## config.mk

```make
export PLATFORM = sky130hd
export DESIGN_NAME = udp_pixel_unpacker
export DESIGN_NICKNAME = d
export VERILOG_FILES = /design/src/rtl/udp_pixel_unpacker.sv
export SDC_FILE = /design/constraint.sdc
export NUM_CORES = 1
export LEC_CHECK = 0
export CAP_MARGIN = 10
export CORE_ASPECT_RATIO = 2
export CORE_MARGIN = 4
export CORE_UTILIZATION = 30
export DETAILED_ROUTE_END_ITERATION = 16
export MAX_ROUTING_LAYER = met4
export REMOVE_ABC_BUFFERS = 1
export SLEW_MARGIN = 20
export SYNTH_ARGS = -nofsm -noshare
export SYNTH_HDL_FRONTEND = slang
export SYNTH_SLANG_ARGS = --single-unit
```

## constraint.sdc

```tcl
create_clock -name i_clk -period 8.94 [get_ports i_clk]
set_clock_uncertainty 0.1 [all_clocks]
set_input_delay 1.788 -clock i_clk [delete_from_list [all_inputs] [get_ports i_clk]]
set_output_delay 1.788 -clock i_clk [all_outputs]
set_load 0.05 [all_outputs]
```

## src/rtl/udp_pixel_unpacker.sv

```systemverilog
// udp_pixel_unpacker: UDP payload bytes -> tagged pixel words via output FIFO.
// Optional big-endian line-index header, short-packet and overflow reporting.
// Ports:
//   i_clk, i_rst_n            clock, synchronous active-low reset
//   i_udp_rx_valid/last/data  payload byte stream (no backpressure)
//   o_pix_data/line/first/last/valid, i_pix_ready  FIFO head, valid/ready
//   o_err_short               1-cycle pulse, packet ended mid header/pixel
//   o_err_overflow            sticky, a pixel was dropped on a full FIFO
module udp_pixel_unpacker #(
   parameter int BYTES_PER_PIXEL = 3,
   parameter int HDR_BYTES       = 2,
   parameter int FIFO_DEPTH      = 8
) (
   input  logic                         i_clk,
   input  logic                         i_rst_n,
   input  logic                         i_udp_rx_valid,
   input  logic                         i_udp_rx_last,
   input  logic [7:0]                   i_udp_rx_data,
   output logic [8*BYTES_PER_PIXEL-1:0] o_pix_data,
   output logic [15:0]                  o_pix_line,
   output logic                         o_pix_first,
   output logic                         o_pix_last,
   output logic                         o_pix_valid,
   input  logic                         i_pix_ready,
   output logic                         o_err_short,
   output logic                         o_err_overflow
);

   localparam int PIX_W = 8 * BYTES_PER_PIXEL;
   localparam int BC_W  = (BYTES_PER_PIXEL > 1) ? $clog2(BYTES_PER_PIXEL) : 1;
   localparam int AW    = $clog2(FIFO_DEPTH);
   localparam int ENT_W = PIX_W + 18;

   localparam logic [BC_W-1:0] BC_LAST  = BC_W'(BYTES_PER_PIXEL - 1);
   localparam logic [1:0]      HDR_LAST = (HDR_BYTES > 0) ? 2'(HDR_BYTES - 1) : 2'd0;
   localparam logic [AW:0]     FULL_CNT = (AW + 1)'(FIFO_DEPTH);

   typedef enum logic [1:0] {
      S_HDR,
      S_PIX,
      S_DROP
   } state_t;

   localparam state_t S_IDLE = (HDR_BYTES > 0) ? S_HDR : S_PIX;

   state_t            r_state;
   logic [1:0]        r_hdr_cnt;
   logic [7:0]        r_hdr_lo;
   logic [15:0]       r_line;
   logic [BC_W-1:0]   r_bcnt;
   logic [PIX_W-1:0]  r_pix;
   logic              r_first;
   logic              r_err_short;
   logic              r_err_ovf;

   logic [ENT_W-1:0]  r_mem [FIFO_DEPTH];
   logic [AW-1:0]     r_wptr;
   logic [AW-1:0]     r_rptr;
   logic [AW:0]       r_cnt;

   state_t            w_state_nxt;
   logic [1:0]        w_hdr_cnt_nxt;
   logic [7:0]        w_hdr_lo_nxt;
   logic [15:0]       w_line_nxt;
   logic [BC_W-1:0]   w_bcnt_nxt;
   logic [PIX_W-1:0]  w_pix_reg_nxt;
   logic              w_first_nxt;
   logic              w_push;
   logic              w_drop;
   logic              w_short;

   logic [PIX_W+7:0]  w_pix_cat;
   logic [PIX_W-1:0]  w_pix_shift;
   logic              w_pop;
   logic              w_space;
   logic [ENT_W-1:0]  w_entry;
   logic [ENT_W-1:0]  w_head;

   // Shift the new byte in at the LSB; after BYTES_PER_PIXEL shifts the
   // first byte of the pixel has reached the MSB.
   assign w_pix_cat   = {r_pix, i_udp_rx_data};
   assign w_pix_shift = w_pix_cat[PIX_W-1:0];

   // A same-cycle pop frees a slot for the incoming pixel.
   assign w_pop   = (r_cnt != '0) && i_pix_ready;
   assign w_space = (r_cnt != FULL_CNT) || w_pop;

   assign w_entry = {r_first, i_udp_rx_last, r_line, w_pix_shift};

   always_comb begin
      w_state_nxt   = r_state;
      w_hdr_cnt_nxt = r_hdr_cnt;
      w_hdr_lo_nxt  = r_hdr_lo;
      w_line_nxt    = r_line;
      w_bcnt_nxt    = r_bcnt;
      w_pix_reg_nxt = r_pix;
      w_first_nxt   = r_first;
      w_push        = 1'b0;
      w_drop        = 1'b0;
      w_short       = 1'b0;
      if (i_udp_rx_valid) begin
         unique case (r_state)
            S_HDR: begin
               if (r_hdr_cnt == HDR_LAST) begin
                  // r_hdr_lo is still 0 for a 1-byte header: zero-extend.
                  w_line_nxt    = {r_hdr_lo, i_udp_rx_data};
                  w_hdr_lo_nxt  = 8'd0;
                  w_hdr_cnt_nxt = 2'd0;
                  w_state_nxt   = S_PIX;
               end else begin
                  w_hdr_lo_nxt  = i_udp_rx_data;
                  w_hdr_cnt_nxt = r_hdr_cnt + 2'd1;
               end
               if (i_udp_rx_last) begin
                  w_short       = 1'b1;
                  w_hdr_lo_nxt  = 8'd0;
                  w_hdr_cnt_nxt = 2'd0;
                  w_first_nxt   = 1'b1;
                  w_state_nxt   = S_IDLE;
               end
            end
            S_PIX: begin
               w_pix_reg_nxt = w_pix_shift;
               if (r_bcnt == BC_LAST) begin
                  w_bcnt_nxt  = '0;
                  w_first_nxt = 1'b0;
                  if (w_space) begin
                     w_push = 1'b1;
                  end else begin
                     w_drop = 1'b1;
                     if (!i_udp_rx_last) begin
                        w_state_nxt = S_DROP;
                     end
                  end
               end else begin
                  w_bcnt_nxt = r_bcnt + 1'b1;
               end
               if (i_udp_rx_last) begin
                  w_short     = (r_bcnt != BC_LAST);
                  w_bcnt_nxt  = '0;
                  w_first_nxt = 1'b1;
                  w_state_nxt = S_IDLE;
               end
            end
            S_DROP: begin
               if (i_udp_rx_last) begin
                  w_first_nxt = 1'b1;
                  w_state_nxt = S_IDLE;
               end
            end
            default: begin
               w_state_nxt = S_IDLE;
            end
         endcase
      end
   end

   always_ff @(posedge i_clk) begin
      if (!i_rst_n) begin
         r_state     <= S_IDLE;
         r_hdr_cnt   <= 2'd0;
         r_hdr_lo    <= 8'd0;
         r_line      <= 16'd0;
         r_bcnt      <= '0;
         r_pix       <= '0;
         r_first     <= 1'b1;
         r_err_short <= 1'b0;
         r_err_ovf   <= 1'b0;
      end else begin
         r_state     <= w_state_nxt;
         r_hdr_cnt   <= w_hdr_cnt_nxt;
         r_hdr_lo    <= w_hdr_lo_nxt;
         r_line      <= w_line_nxt;
         r_bcnt      <= w_bcnt_nxt;
         r_pix       <= w_pix_reg_nxt;
         r_first     <= w_first_nxt;
         r_err_short <= w_short;
         r_err_ovf   <= r_err_ovf | w_drop;
      end
   end

   // Storage needs no reset: o_pix_* are masked while the FIFO is empty.
   always_ff @(posedge i_clk) begin
      if (w_push) begin
         r_mem[r_wptr] <= w_entry;
      end
   end

   always_ff @(posedge i_clk) begin
      if (!i_rst_n) begin
         r_wptr <= '0;
         r_rptr <= '0;
         r_cnt  <= '0;
      end else begin
         if (w_push) begin
            r_wptr <= r_wptr + 1'b1;
         end
         if (w_pop) begin
            r_rptr <= r_rptr + 1'b1;
         end
         if (w_push && !w_pop) begin
            r_cnt <= r_cnt + 1'b1;
         end else if (w_pop && !w_push) begin
            r_cnt <= r_cnt - 1'b1;
         end
      end
   end

   assign w_head = r_mem[r_rptr];

   assign o_pix_valid    = (r_cnt != '0);
   assign o_pix_data     = o_pix_valid ? w_head[PIX_W-1:0] : '0;
   assign o_pix_line     = o_pix_valid ? w_head[PIX_W+15:PIX_W] : 16'd0;
   assign o_pix_last     = o_pix_valid & w_head[PIX_W+16];
   assign o_pix_first    = o_pix_valid & w_head[PIX_W+17];
   assign o_err_short    = r_err_short;
   assign o_err_overflow = r_err_ovf;

endmodule

```

# After elaboration in Yosys (flattened, before gate mapping)
# Memories as Yosys holds them, arrays and structs flattened. A register that Yosys moved wholly into a read port is not among the register bits.
# Cells that the tools add are included.
[word_totals]
reg_bits = 59
mem_bits_rw = 336
n_memories = 1
[classes]
addsub = 6
eq_ne = 11
mux = 36
bitwise_logic = 3
n_reduce_logical = 17
[mem_list]
columns = ["name", "words", "width", "read_ports", "rd_clocked_by_memory_dff", "wr", "line", "rtl"]
rows = [
  ["r_mem", 8, 42, 1, 1, 1, "56", "logic [ENT_W-1:0] r_mem [FIFO_DEPTH];"],
]
[op_table]
columns = ["op", "count"]
rows = [
  ["$mux 24", 1],
  ["$mux 2", 10],
  ["$mux 16", 1],
  ["$mux 8", 2],
  ["$mux 1", 15],
  ["$ne 3x3->1 const B", 3],
  ["$mux 4", 2],
  ["$add 3x1->3 const B", 2],
  ["$mux 3", 2],
  ["$pmux 2 s3", 1],
  ["$reduce_and 2->1", 3],
  ["$reduce_and 5->1", 1],
  ["$add 2x1->2 const B", 2],
  ["$add 4x1->4 const B", 1],
  ["$eq 2x1->1 const B", 2],
  ["$eq 2x2->1 const B", 2],
  ["$ne 2x2->1 const B", 2],
  ["$ne 4x4->1 const B", 1],
  ["$pmux 1 s2", 2],
  ["$reduce_and 4->1", 1],
  ["$reduce_bool 2->1", 2],
  ["$reduce_bool 4->1", 1],
  ["$sub 4x1->4 const B", 1],
  ["$logic_and 1x1->1", 3],
  ["8 further kinds", 10],
]

# Logic depth before layout (Yosys ltp)
[depth]
depth_word = 11
mapped_depth = 12
ltp_nobuf = 11

# Worst setup path before layout
# Ideal clock, no wire load.
[synth_path]
path_kind = "in2reg"
start = "input i_udp_rx_valid"
end = "memory r_mem[0][0] in the netlist's numbering, enable pin"
setup_time_ns = 0.546
t_arrival_ns = 6.078
slack_ns = 2.216
cell_stages = 4
n_path_buf = 0
cell_sequence = "nand2b_1 nor2_1 nand2_1 nor4_1"
[synth_between]
elab_chain_len = 3
[synth_lines]
columns = ["item", "line", "rtl"]
rows = [
  ["from (decl)", "16", "input logic i_udp_rx_valid,"],
  ["$mux 1", "101", "if (i_udp_rx_valid) begin"],
  ["$mux 1", "184", "if (w_push) begin"],
  ["$mux 1 (implied by the code)", "185", "r_mem[r_wptr] <= w_entry;"],
  ["to (decl)", "56", ""],
]
# No other way between the ends.

==> run_results.csv <==
group,metric,value,unit
timing,clock.fmax,0.179,GHz
yosys,synth_top_area_share,65.9,%
outcome,status,"finished, final reports clean",
min_path,worstHoldPathCells,1,
timing,fin_setup_tns,0,ns
yosys,synth-xor-area-share,0.286,%
yosys,synth_area_per_cell,18.9,um^2
routing,wl_met3,1010,um
routing,wl_per_cell,20.8,um
die,dieArea,55000,um^2
yosys,synthesis.area,15300,um^2
routing,top_layer,"met4",
placement,gp_congestion,0.730,
routing,post-route-drc-count,0,
clock_network,clk_latency,0.56,ns
min_path,holdPathEnd,"o_err_overflow",
die,io_pins,58,
timing,post-route-period-util,62.4,%
yosys,ys_seq_elements,398,
yosys,synth-adder-area-share,0.539,%
worst_setup_path,ff2ff_setup_slack,5.94,ns
die,die_x,168,um
placement,post-dp-hpwl,18600,um
die,rows,116,
clock_network,post_cts_resized,0,
timing,slew_headroom,28.2,%
clock_network,cts.htree.levels,1,
yosys,synth_most_common_cell,"edfxtp_1",
worst_setup_path,r2r_cells,11,
routing,drtIter0Drc,399,
worst_setup_path,crit_arrival,3.69,ns
routing,wl_met1,11700,um
placement,io_buffers,57,
die,initial_core_util,30.4,%
worst_setup_path,crit_fanout,34,
worst_setup_path,crit_path_max_incr_delay,0.81,ns
yosys,yosys.area_share.simple,5.33,%
grt,globalRouteOverflowTotal,0,
grt,grt_max_degree,69,
routing,drt_wl_total,32100,um
yosys,ys_warn_count,0,
timing,setup_viol,0,
worst_setup_path,rr_startpoint,"r_cnt[0]",
yosys,netlist_instances,809,
yosys,synth_compound_area_share,1.83,%
power,ir_worst_vdd,0.000191,V
timing,worst_hold_slack,0.374,ns
clock_network,cts_root_buf,"clkbuf_16",
clock_network,post_cts_buffers,0,
worst_setup_path,worstSetupEndpointType,"primary output",
routing,first_pass_iters,4,
timing,min_period,5.58,ns
routing,antenna_left,0,
clock_network,clock_path_buffers,3,
yosys,ys_top_cells_by_area,"edfxtp_1 66%, mux4_2 12%, dfxtp_1 8.1%",
worst_setup_path,cp.required,7.05,ns
timing,rsz0062_at_grt,"false",
routing,vias_per_cell,4.72,
power,p_leak,5.35,nW
timing,drv_slew,0,
min_path,hold_start,"o_err_overflow",
flow_run,maxCapViolCount,0,
min_path,hold_path.class,"flop to flop",
yosys,synth_cell_types,42,
worst_setup_path,startpoint_type,"flop",
grt,grt_pass1_vias,8000,
yosys,synthMuxAreaShare,16.5,%
worst_setup_path,cp_cell_sequence,"buf_4 -> mux4_2 -> mux2i_1 -> nor2_1 -> clkdlybuf4s50_1",
final_layout,fin_util,35.1,%
die,die_h,328,um
timing,tightest_slew,1.07,ns
routing,dr_total_vias,7292,
timing,final_hold_viol_count,0,
final_layout,final_nets,892,
clock_network,cts_hold_buf,0,
yosys,synth_edf_count,336,
yosys,ys.flop_type,"edfxtp_1",
clock_network,cts_tree,"yes",
grt,antenna_found_initial,1,
worst_setup_path,cpMaxStageDelayCell,"dfxtp_4",
clock_network,clk_pin_slew,0.07,ns
grt,grt_pass1_wl,49300,um
clock_network,cts_buffers,29,
yosys,async_flop_share,0,%
clock_network,cts_sinks,398,
worst_setup_path,criticalPathCategory,"flop to primary output",
final_layout,area_delta_synth_final,15.4,%
power,power.density,271,nW/um^2
yosys,synth_top_family_by_area,"multiplexers",
yosys,seq_area_frac_synth,74.0,%
yosys,yosysTopAreaCell,"edfxtp_1",
grt,grt_usage,12.0,%
yosys,synth_commonest_cells,"336 x edfxtp_1, 84 x mux4_2, 63 x mux2i_1",
final_layout,drive_above_1_share,19.1,%
worst_setup_path,r2r_end,"r_cnt[3]",
die,core,50400,um^2
routing,wl_met2,18800,um
==> routing by layer <==
layer | up-vias | GRT usage (%)
li1 | 3290 | -
met1 | 3862 | 12.5
met2 | 108 | 23.5
met3 | 32 | 1.35
met4 | 0 | 3.18
met5 | - | -
==> how the worst max path moves through the flow <==
stage / startpoint / endpoint / cells after the start
floorplan: flop / o_pix_data[0] / 3
detailed placement: flop / o_pix_line[7] / 5
finish: flop / o_pix_data[4] / 5
CTS: flop / o_pix_line[7] / 5
global placement: flop / o_pix_data[4] / 5
global route: flop / o_pix_line[7] / 5
==> cells in the final DEF (no fill, tap or decap), types with 3 or more instances in the layout <==
cell             Yosys  routed
nor2_4               0       3
clkdlybuf4s50_1      0      56
buf_4                7      20
nand3b_1             3       3
clkbuf_16            0      29
xnor2_1              4       4
nand2b_1             5       5
mux4_2              84      84
and2_1               6       6
clkbuf_1            18       3
nor2_1              49      46
nor3_2               0       4
inv_1                5       5
clkbuf_8             0       3
dfxtp_1             62      59
a21oi_1              5       5
nand3_1              7       7
bufinv_16            0       4
edfxtp_1           336     336
a21boi_0            17      17
nor2b_1             31      31
clkinv_2             0       8
mux2i_1             63      63
nor3_1               8       4
a22oi_1              8       8
nand2_1             45      45
ha_1                 5       5
==> layout make-up <==
class / instances / area (um^2)
Fill cell: 4637 / 32700
Antenna cell: 1 / 2.50
Timing Repair Buffer: 77 / 716
Tap cell: 649 / 812
Sequential cell: 398 / 11300
Clock inverter: 18 / 206
Clock buffer: 35 / 778
Inverter: 6 / 22.5
Multi-Input combinational cell: 361 / 3790
==> report_power, final <==
part / switching [W] / total, W / internal [W]
Combinational: 0.000850 / 0.00134 / 0.000495
Clock: 0.000621 / 0.00136 / 0.000742
Sequential: 0.0000654 / 0.00207 / 0.00201
Total: 0.00154 / 0.00478 / 0.00324
==> stage by stage <==
stage          cell area, um^2  cells  setup WS [ns]  total power, W
2_1_floorplan            15100    765           2.20         0.00305
6_report                 17700   1545           3.36         0.00478
4_1_cts                  17700   1544           3.22         0.00486
5_1_grt                  17700   1545           3.04         0.00498
3_5_place_dp             16700   1491           3.83         0.00350
3_3_place_gp             16700   1491           3.78         0.00349
==> cell families after synthesis <==
family,after synthesis
AO/OA/AOI/OAI,39
flip-flops,398
XOR/XNOR,5
buffers and inverters,50
adder cells (fa/ha/maj),6
multiplexers,147
AND/OR/NAND/NOR,164
==> critical path: cells and delay by family, from the launching register on <==
family                 cells  cell delay (ns)
muxes                      2             0.80
DFF                        1             0.81
buffers and inverters      2             1.38
and+or+nand+nor            1             0.11
==> sequential cells by signal, summed over array words and instances (netlist names), 2 cells and up, named ones only <==
name,count
r_wptr,3
r_line,16
r_mem,336
r_cnt,4
r_hdr_lo,8
r_hdr_cnt,2
r_bcnt,2
r_pix,16
r_rptr,3
r_state,2
Power figures use the tool's default switching activity.
